## src/rtl/riscv_dmem_arbiter_pkg.sv

```systemverilog
// Shared types and encodings for the data-memory arbiter: FSM states,
// master ids and the store-size encoding driven to the IO bridge.
package riscv_dmem_arbiter_pkg;

  localparam int CACHE_D_WRITE_LEN = 2;

  localparam logic [CACHE_D_WRITE_LEN-1:0] CACHE_D_WRITE_SW = 2'd0;
  localparam logic [CACHE_D_WRITE_LEN-1:0] CACHE_D_WRITE_SH = 2'd1;
  localparam logic [CACHE_D_WRITE_LEN-1:0] CACHE_D_WRITE_SB = 2'd2;

  typedef enum logic [1:0] {
    DMEM_ARB_IDLE = 2'd0,
    DMEM_ARB_WAIT = 2'd1,
    DMEM_ARB_RESP = 2'd2
  } dmem_arb_state_e;

  localparam logic DMEM_ARB_M0 = 1'b0;
  localparam logic DMEM_ARB_M1 = 1'b1;

endpackage

```

## src/rtl/riscv_dmem_arbiter_rr_picker.sv

```systemverilog
// Two-way combinational picker: round-robin on ties unless fixed priority
// is selected, in which case requester 0 always wins a tie.
module riscv_rr_picker (
  input  logic [1:0] req,
  input  logic       last,
  input  logic       fixed,
  output logic [1:0] gnt
);

  always_comb begin
    gnt = req;
    if (req == 2'b11) begin
      // last=1 means requester 1 was served most recently, so 0 goes next
      gnt = (fixed || last) ? 2'b01 : 2'b10;
    end
  end

endmodule

```

## src/rtl/riscv_dmem_arbiter.sv

```systemverilog
// Two-master arbiter for the single data-memory/IO bridge port: grants one
// access at a time, holds read addresses for RD_LATENCY cycles, pulses rvalid.
module riscv_dmem_arbiter
  import riscv_dmem_arbiter_pkg::*;
#(
  parameter int RD_LATENCY = 1,
  parameter bit FIXED_PRIO = 1'b0
) (
  input  logic                         clk,
  input  logic                         rst,
  input  logic                         m0_req,
  input  logic                         m0_we,
  input  logic [CACHE_D_WRITE_LEN-1:0] m0_wtype,
  input  logic [31:0]                  m0_addr,
  input  logic [31:0]                  m0_wdata,
  output logic                         m0_gnt,
  output logic                         m0_rvalid,
  output logic [31:0]                  m0_rdata,
  input  logic                         m1_req,
  input  logic                         m1_we,
  input  logic [CACHE_D_WRITE_LEN-1:0] m1_wtype,
  input  logic [31:0]                  m1_addr,
  input  logic [31:0]                  m1_wdata,
  output logic                         m1_gnt,
  output logic                         m1_rvalid,
  output logic [31:0]                  m1_rdata,
  output logic                         bus_write_en,
  output logic [CACHE_D_WRITE_LEN-1:0] bus_write,
  output logic [31:0]                  bus_addr,
  output logic [31:0]                  bus_wdata,
  input  logic [31:0]                  bus_rdata,
  output logic                         busy,
  output logic [1:0]                   dbg_state
);

  // Handshake: a master holds req and stable fields until it sees gnt=1 in a
  // cycle; the access is accepted at that edge. Read data returns later as a
  // single-cycle rvalid pulse to the master that owned the read.

  localparam logic [1:0] LAT = 2'(RD_LATENCY);

  dmem_arb_state_e state_q;
  logic            last_q;
  logic            owner_q;
  logic [1:0]      rd_cnt_q;
  logic [31:0]     addr_q;
  logic [1:0]      rvalid_q;
  logic [31:0]     rdata0_q, rdata1_q;

  logic [1:0] req_gated, gnt;
  logic       win, win_we;

  assign req_gated = {m1_req, m0_req} & {2{rst && (state_q == DMEM_ARB_IDLE)}};

  riscv_rr_picker u_picker (
    .req   (req_gated),
    .last  (last_q),
    .fixed (FIXED_PRIO),
    .gnt   (gnt)
  );

  assign win    = gnt[1];
  assign win_we = win ? m1_we : m0_we;

  assign m0_gnt       = gnt[0];
  assign m1_gnt       = gnt[1];
  assign bus_write_en = (|gnt) && win_we;
  assign bus_write    = win ? m1_wtype : m0_wtype;
  assign bus_wdata    = win ? m1_wdata : m0_wdata;
  assign bus_addr     = (state_q != DMEM_ARB_IDLE) ? addr_q :
                        (win ? m1_addr : m0_addr);

  assign m0_rvalid = rvalid_q[0];
  assign m1_rvalid = rvalid_q[1];
  assign m0_rdata  = rdata0_q;
  assign m1_rdata  = rdata1_q;
  assign busy      = (state_q != DMEM_ARB_IDLE);
  assign dbg_state = state_q;

  always_ff @(posedge clk) begin
    if (!rst) begin
      state_q  <= DMEM_ARB_IDLE;
      last_q   <= DMEM_ARB_M1;
      owner_q  <= DMEM_ARB_M0;
      rd_cnt_q <= 2'd0;
      addr_q   <= 32'd0;
      rvalid_q <= 2'b00;
      rdata0_q <= 32'd0;
      rdata1_q <= 32'd0;
    end else begin
      case (state_q)
        DMEM_ARB_IDLE: begin
          if (|gnt) begin
            last_q <= win;
            if (!win_we) begin
              addr_q   <= bus_addr;
              owner_q  <= win;
              rd_cnt_q <= 2'd1;
              state_q  <= DMEM_ARB_WAIT;
            end
          end
        end
        DMEM_ARB_WAIT: begin
          rd_cnt_q <= rd_cnt_q + 2'd1;
          if (rd_cnt_q == LAT) begin
            if (owner_q == DMEM_ARB_M1) begin
              rdata1_q    <= bus_rdata;
              rvalid_q[1] <= 1'b1;
            end else begin
              rdata0_q    <= bus_rdata;
              rvalid_q[0] <= 1'b1;
            end
            state_q <= DMEM_ARB_RESP;
          end
        end
        DMEM_ARB_RESP: begin
          rvalid_q <= 2'b00;
          state_q  <= DMEM_ARB_IDLE;
        end
        default: state_q <= DMEM_ARB_IDLE;
      endcase
    end
  end

endmodule

```

## config.mk

```make
export PLATFORM = sky130hd
export DESIGN_NAME = riscv_dmem_arbiter
export DESIGN_NICKNAME = d
export VERILOG_FILES = /design/src/rtl/riscv_dmem_arbiter_pkg.sv /design/src/rtl/riscv_dmem_arbiter_rr_picker.sv /design/src/rtl/riscv_dmem_arbiter.sv
export SDC_FILE = /design/constraint.sdc
export NUM_CORES = 1
export LEC_CHECK = 0
export CAP_MARGIN = 5
export CORE_AREA = 2 2 118 120
export CTS_CLUSTER_DIAMETER = 120
export DETAILED_ROUTE_END_ITERATION = 7
export DIE_AREA = 0 0 120 122
export PLACE_DENSITY = 0.8
export SYNTH_ARGS = -nofsm -noshare
export SYNTH_HDL_FRONTEND = slang
export SYNTH_HIERARCHICAL = 1
export SYNTH_SLANG_ARGS = --single-unit
```

## constraint.sdc

```tcl
create_clock -name clk -period 3.4 [get_ports clk]
set_input_delay 0.34 -clock clk [delete_from_list [all_inputs] [get_ports clk]]
set_output_delay 0.34 -clock clk [all_outputs]
set_load 0.05 [all_outputs]
```

After elaboration in Yosys (flattened, before gate mapping)
Index checks and enable logic that the tools add are counted.
- bits of input ports: 170
- word-level logic and storage cells: 53
- bits in latches: 0
- RAM bits: 0
- memories kept: 0
- register bits after elaboration: 104
- bits in read-only memories: 0
- output and inout bits: 138
- div/mod/pow operators: 0
- muxes and demuxes: 16
- $add $sub $neg: 1
- shift-type cells: 0
- $lt $le $gt $ge: 0
- bitwise gates (word level): 3
- equality and inequality tests: 9
- multipliers: 0
- reductions and logical operators: 15
- operator list (operator ; number):
    two-way mux 32 bit ; 3
    AND reduction 3 bit ; 7
    two-way mux 2 bit ; 7
    case mux 2 bit (2 select lines) ; 3
    != test 2 bit (second input constant) ; 4
    nonzero test 2 bit ; 3
    == test 2 x 1 -> 1 bit (second input constant) ; 2
    == test 2 bit (second input constant) ; 2
    two-way mux 1 bit ; 3
    adder 2 x 1 -> 2 bit (second input constant) ; 1
    AND 2 bit ; 1
    logical AND 1 bit ; 2
    zero test 2 bit ; 1
    != test 2 x 1 -> 1 bit (second input constant) ; 1
    NOT 1 bit ; 2
    AND reduction 2 bit ; 1
    OR reduction 2 bit ; 1

Depth between registers and ports, before layout
- depth in word-level cells: 9
- mapped depth: 12
- mapped depth without buffers: 7

Modules after synthesis
The synthesis kept the hierarchy.
- by module, submodules not included (module ; times used ; area an instance (um^2) ; seq. area each (um^2) ; cells each):
    riscv_dmem_arbiter ; 1 ; 4817.1 ; 2082.0 ; 549
    riscv_rr_picker ; 1 ; 22.5 ; 0.0 ; 4

Worst setup path before layout
No wires, ideal clock.
- kind: register to output
- start: reg state_q[0], in the netlist dbg_state[0]
- end: out bus_write_en
- data required time: 3.060 ns
- path slack: -0.452 ns
- cell stages (with the launch flop): 11
- buffers on the path: 5
- data arrival time: 3.512 ns
- cells stage by stage: dfxtp_1 -> buf_2 -> nor2_1 -> buf_2 -> and3_1 -> o21ai_1 -> and2_1 -> buf_6 -> clkbuf_1 -> buf_2 -> o21ai_0
- word-level cells in the longest chain between the ends: 7
- elaborated cells on any way between the ends: 8
- classes of those cells: eq/ne (1); mux (2); bitwise (1); reduce/logical (4)
- ends and longest elaborated chain (element ; RTL line ; text):
    start: declaration ; riscv_dmem_arbiter.sv:42 ; dmem_arb_state_e state_q;
    start signal: assignment ; riscv_dmem_arbiter.sv:82 ; state_q <= DMEM_ARB_IDLE;
    start signal: assignment ; riscv_dmem_arbiter.sv:99 ; state_q <= DMEM_ARB_WAIT;
    start signal: assignment ; riscv_dmem_arbiter.sv:113 ; state_q <= DMEM_ARB_RESP;
    zero test 2 bit * ; riscv_dmem_arbiter.sv:53 ; assign req_gated = {m1_req, m0_req} & {2{rst && (state_q == DMEM_ARB_IDLE)}};
    logical AND 1 bit * ; riscv_dmem_arbiter.sv:53 ;
    AND 2 bit * ; riscv_dmem_arbiter.sv:53 ;
    via req_gated[0] ; riscv_dmem_arbiter.sv:50 ; logic [1:0] req_gated, gnt;
    == test 2 bit * ; riscv_dmem_arbiter_rr_picker.sv:12 ; if (req == 2'b11) begin
    two-way mux 2 bit * ; riscv_dmem_arbiter_rr_picker.sv:12 ;
    via m1_gnt ; riscv_dmem_arbiter.sv:24 ; output logic m1_gnt,
    OR reduction 2 bit / two-way mux 1 bit (equally long branches) ; riscv_dmem_arbiter.sv:67, riscv_dmem_arbiter.sv:63 ;
    logical AND 1 bit * ; riscv_dmem_arbiter.sv:67 ; assign bus_write_en = (|gnt) && win_we;
    end: declaration ; riscv_dmem_arbiter.sv:27 ; output logic bus_write_en,
Mark *: on every way through the listed nets, which the timed path passes. The rest lies on a longest branch.

Final worst setup path
- start: reg state_q[1], in the netlist dbg_state[1]
- end: out bus_addr[22]
- word-level cells in the longest chain between the ends: 7
- elaborated cells on any way between the ends: 8
- classes of those cells: eq/ne (1); mux (3); bitwise (1); reduce/logical (3)
- ends and longest elaborated chain (element ; RTL line ; text):
    zero test 2 bit ; riscv_dmem_arbiter.sv:53 ;
    logical AND 1 bit ; riscv_dmem_arbiter.sv:53 ;
    AND 2 bit ; riscv_dmem_arbiter.sv:53 ;
    via req_gated[0] ; riscv_dmem_arbiter.sv:50 ;
    == test 2 bit ; riscv_dmem_arbiter_rr_picker.sv:12 ;
    two-way mux 2 bit ; riscv_dmem_arbiter_rr_picker.sv:12 ;
    two-way mux 32 bit ; riscv_dmem_arbiter.sv:71 ; (win ? m1_addr : m0_addr);
    two-way mux 32 bit ; riscv_dmem_arbiter.sv:70 ; assign bus_addr = (state_q != DMEM_ARB_IDLE) ? addr_q :
    end: declaration ; riscv_dmem_arbiter.sv:29 ; output logic [31:0] bus_addr,
The timed path passes the listed nets, and every way through them passes these cells.

==> out/results.txt <==
clock tree sinks: 104
max-slew violations: 0
CTS tree: built
first-pass GRT wire length: 24.1 mm
routed vias: 5,043
DP HPWL: 11.5 mm
minimum clock period: 3.00 ns
worst skew pair latency: 0.35 ns
Synth Instances: 553
worst path cell trace: nor2_4 -> and3_1 -> o21ai_1 -> and2_4 -> buf_12 -> mux2i_1 -> nand2_1 -> o21a_1 -> buf_4
setup_tns: 0 ns
Placed Cells incl. Taps: 1,005
Die Y: 122 um
Final Power: 3690 uW
Tcrit/Tclk final: 88.2%
status: completed
crit path capture type: output port
ys flop type: dfxtp_1
# nets final: 1,007
largest net degree at the start of global routing: 44
GRT met3 Usage: 4.21%
gr busiest metal: met2
Filler cells: 1,186
Via-to-Cell Ratio: 4.94
Clock H-tree levels: 3
Post-Layout Cell Count: 1,021
number of antenna diodes: 0
total grt overflow: 0
CP Launch Type: register
GR met1 Demand/Resource: 22.2%
initial core utilization: 35.8%
top post-synthesis cells by area: dfxtp_1 (43%), nand2_1 (13%), mux2_2 (7.9%)
Synth Cell Area: 4840 um^2
vias in the first global route: 4,931
die area: 14,600 um^2
Die Wd: 120 um
Remaining DRCs: 0
YS warnings: 6
synthesized flop and latch total: 104
total wire length: 15.7 mm
DR iter-0 viols: 252
Yosys top cell area share: 43.0%
Setup CP Type: register to output port
Arr. time, crit path: 2.66 ns
peak supply drop: 247 uV
drt pass-1 iters: 6
Post-CTS Setup Bufs: 0
required time worst endpoint: 3.06 ns
hold-fix buffers at CTS: 0
number of nets with antenna violations after routing: 0
I/O Pins: 308
Critical-path top delay cell: dfxtp_1
commonest non-fill, non-tap cells in the layout: clkdlybuf4s50_1 (238), nand2_1 (165), dfxtp_1 (104)
slowest stage delay, CP: 0.63 ns
fin worst setup slack: 0.403 ns
critical path fanouts, max: 25
Placement Setup Slack: 0.636 ns
CTS max path bufs: 2
share of cells above drive strength 1: 17.0%
Core ar.: 13,500 um^2
TritonCTS Buffers: 9
initial antenna violation count: 0
number of synthesized flops with an enable pin: 0
async set-or-reset flop fraction in the synthesized netlist: 0%
row count: 43
routability cong.: 0.824
Final setup viols: 0
clk_skew: 0.00702 ns
clock transition at the registers of the reported paths: 0.07 ns
Avg Cell Area, Syn: 8.75 um^2
Cell Pwr Density: 436 nW/um^2
Tot GR Track Use: 20.7%
sequential area share after synthesis: 43.0%
LEAKAGE: 0.00314 uW
area grow syn2layout: 74.7%
Relative slew margins: 61.4%
Max Cap Viol: 0
Final Hold Fails: 0
Tightest Hold Check Type: register to register
Max Freq: 334 MHz
most common cell after layout, fill and taps aside: clkdlybuf4s50_1
WL/cell: 15.4 um
worst-margin pin slew: 0.577 ns
GR Util met2: 38.7%
Clock Tree Root: clkbuf_16
I/O Buffers: 307
RSZ-0062 raised after global routing: false
count of different cell masters after synthesis: 37
Reg2Reg Setup Slack: 0.71 ns
post-cts resize count: 0
Yosys top cell by area: dfxtp_1
final timing paths:
check	from	to	cells after the start
worst max-delay path	dbg_state[1]$_SDFFE_PN0P_	bus_addr[22]	9
worst min-delay path	m0_rdata[21]$_SDFFE_PN0P_	m0_rdata[21]$_SDFFE_PN0P_	2
worst max register to register	dbg_state[1]$_SDFFE_PN0P_	addr_q[27]$_SDFFE_PN0P_	9
worst min register to register	m0_rdata[21]$_SDFFE_PN0P_	m0_rdata[21]$_SDFFE_PN0P_	2
state kept, by name (all words and copies together) (netlist names):
| register | count |
|---|---|
| addr_q | 32 |
| m0_rdata | 32 |
| m1_rdata | 32 |
| dbg_state | 2 |
| rd_cnt_q | 2 |
| rvalid_q | 2 |
| last_q | 1 |
| owner_q | 1 |
critical path: cells and delay by family (launching register included):
kind | cells | cell delay, ns
AO/OA/AOI/OAI | 2 | 0.19
buffers and inverters | 2 | 0.43
flip-flops | 1 | 0.63
multiplexers | 1 | 0.25
AND/OR/NAND/NOR | 4 | 0.80
cell families after synthesis:
family / Yosys count / synth area share [%]
compound gates: 141 / 20.8
fa+ha+maj: 1 / 0.258
buf+inv: 55 / 5.71
flops: 104 / 43.0
mux: 66 / 14.5
other cells: 1 / 0.0775
simple gates: 185 / 15.6
per-stage QoR:
stage          utilization [%]  instance area [um^2]  hold slack, ns
2_1_floorplan                -                  4850           0.474
3_3_place_gp              60.3                  8150           0.441
3_5_place_dp              60.3                  8150           0.446
4_1_cts                   62.6                  8450           0.455
5_1_grt                   62.6                  8450           0.468
6_report                  62.6                  8450           0.453
cell usage after synthesis (2+ instances only):
master,n
nand2_1,165
o221a_1,30
nand2b_1,2
o221a_2,2
o21ai_0,2
and2_1,2
a21oi_1,68
dfxtp_1,104
buf_4,3
mux2i_1,32
buf_2,17
clkbuf_1,25
inv_1,3
o21a_1,32
and3_1,4
mux2_2,34
buf_6,5
nor2_1,4
power breakdown:
group,leakage (uW),internal (uW),switching [uW]
logic,0.00215,598,723
registers,0.000843,1270,32.2
clock network,0.000146,584,483
total,0.00314,2450,1240
metal layers:
metal  wire length (um)  vias to the layer above
li1                   -                     2484
met4                434                        0
met2               8100                      207
met1               6180                     2324
met5                  0                        -
met3               1010                       28
final cells by class:
type / instances / area [um^2] / share of cell area [%]
inverters: 5 / 18.8 / 0.222
clock buffers: 10 / 229 / 2.71
flip-flops and latches: 104 / 2080 / 24.6
well taps: 180 / 225 / 2.66
repair buffers: 321 / 3310 / 39.1
multi-input cells: 395 / 2520 / 29.8
clock inverters: 6 / 75.1 / 0.888
Power figures use the tool's default switching activity.
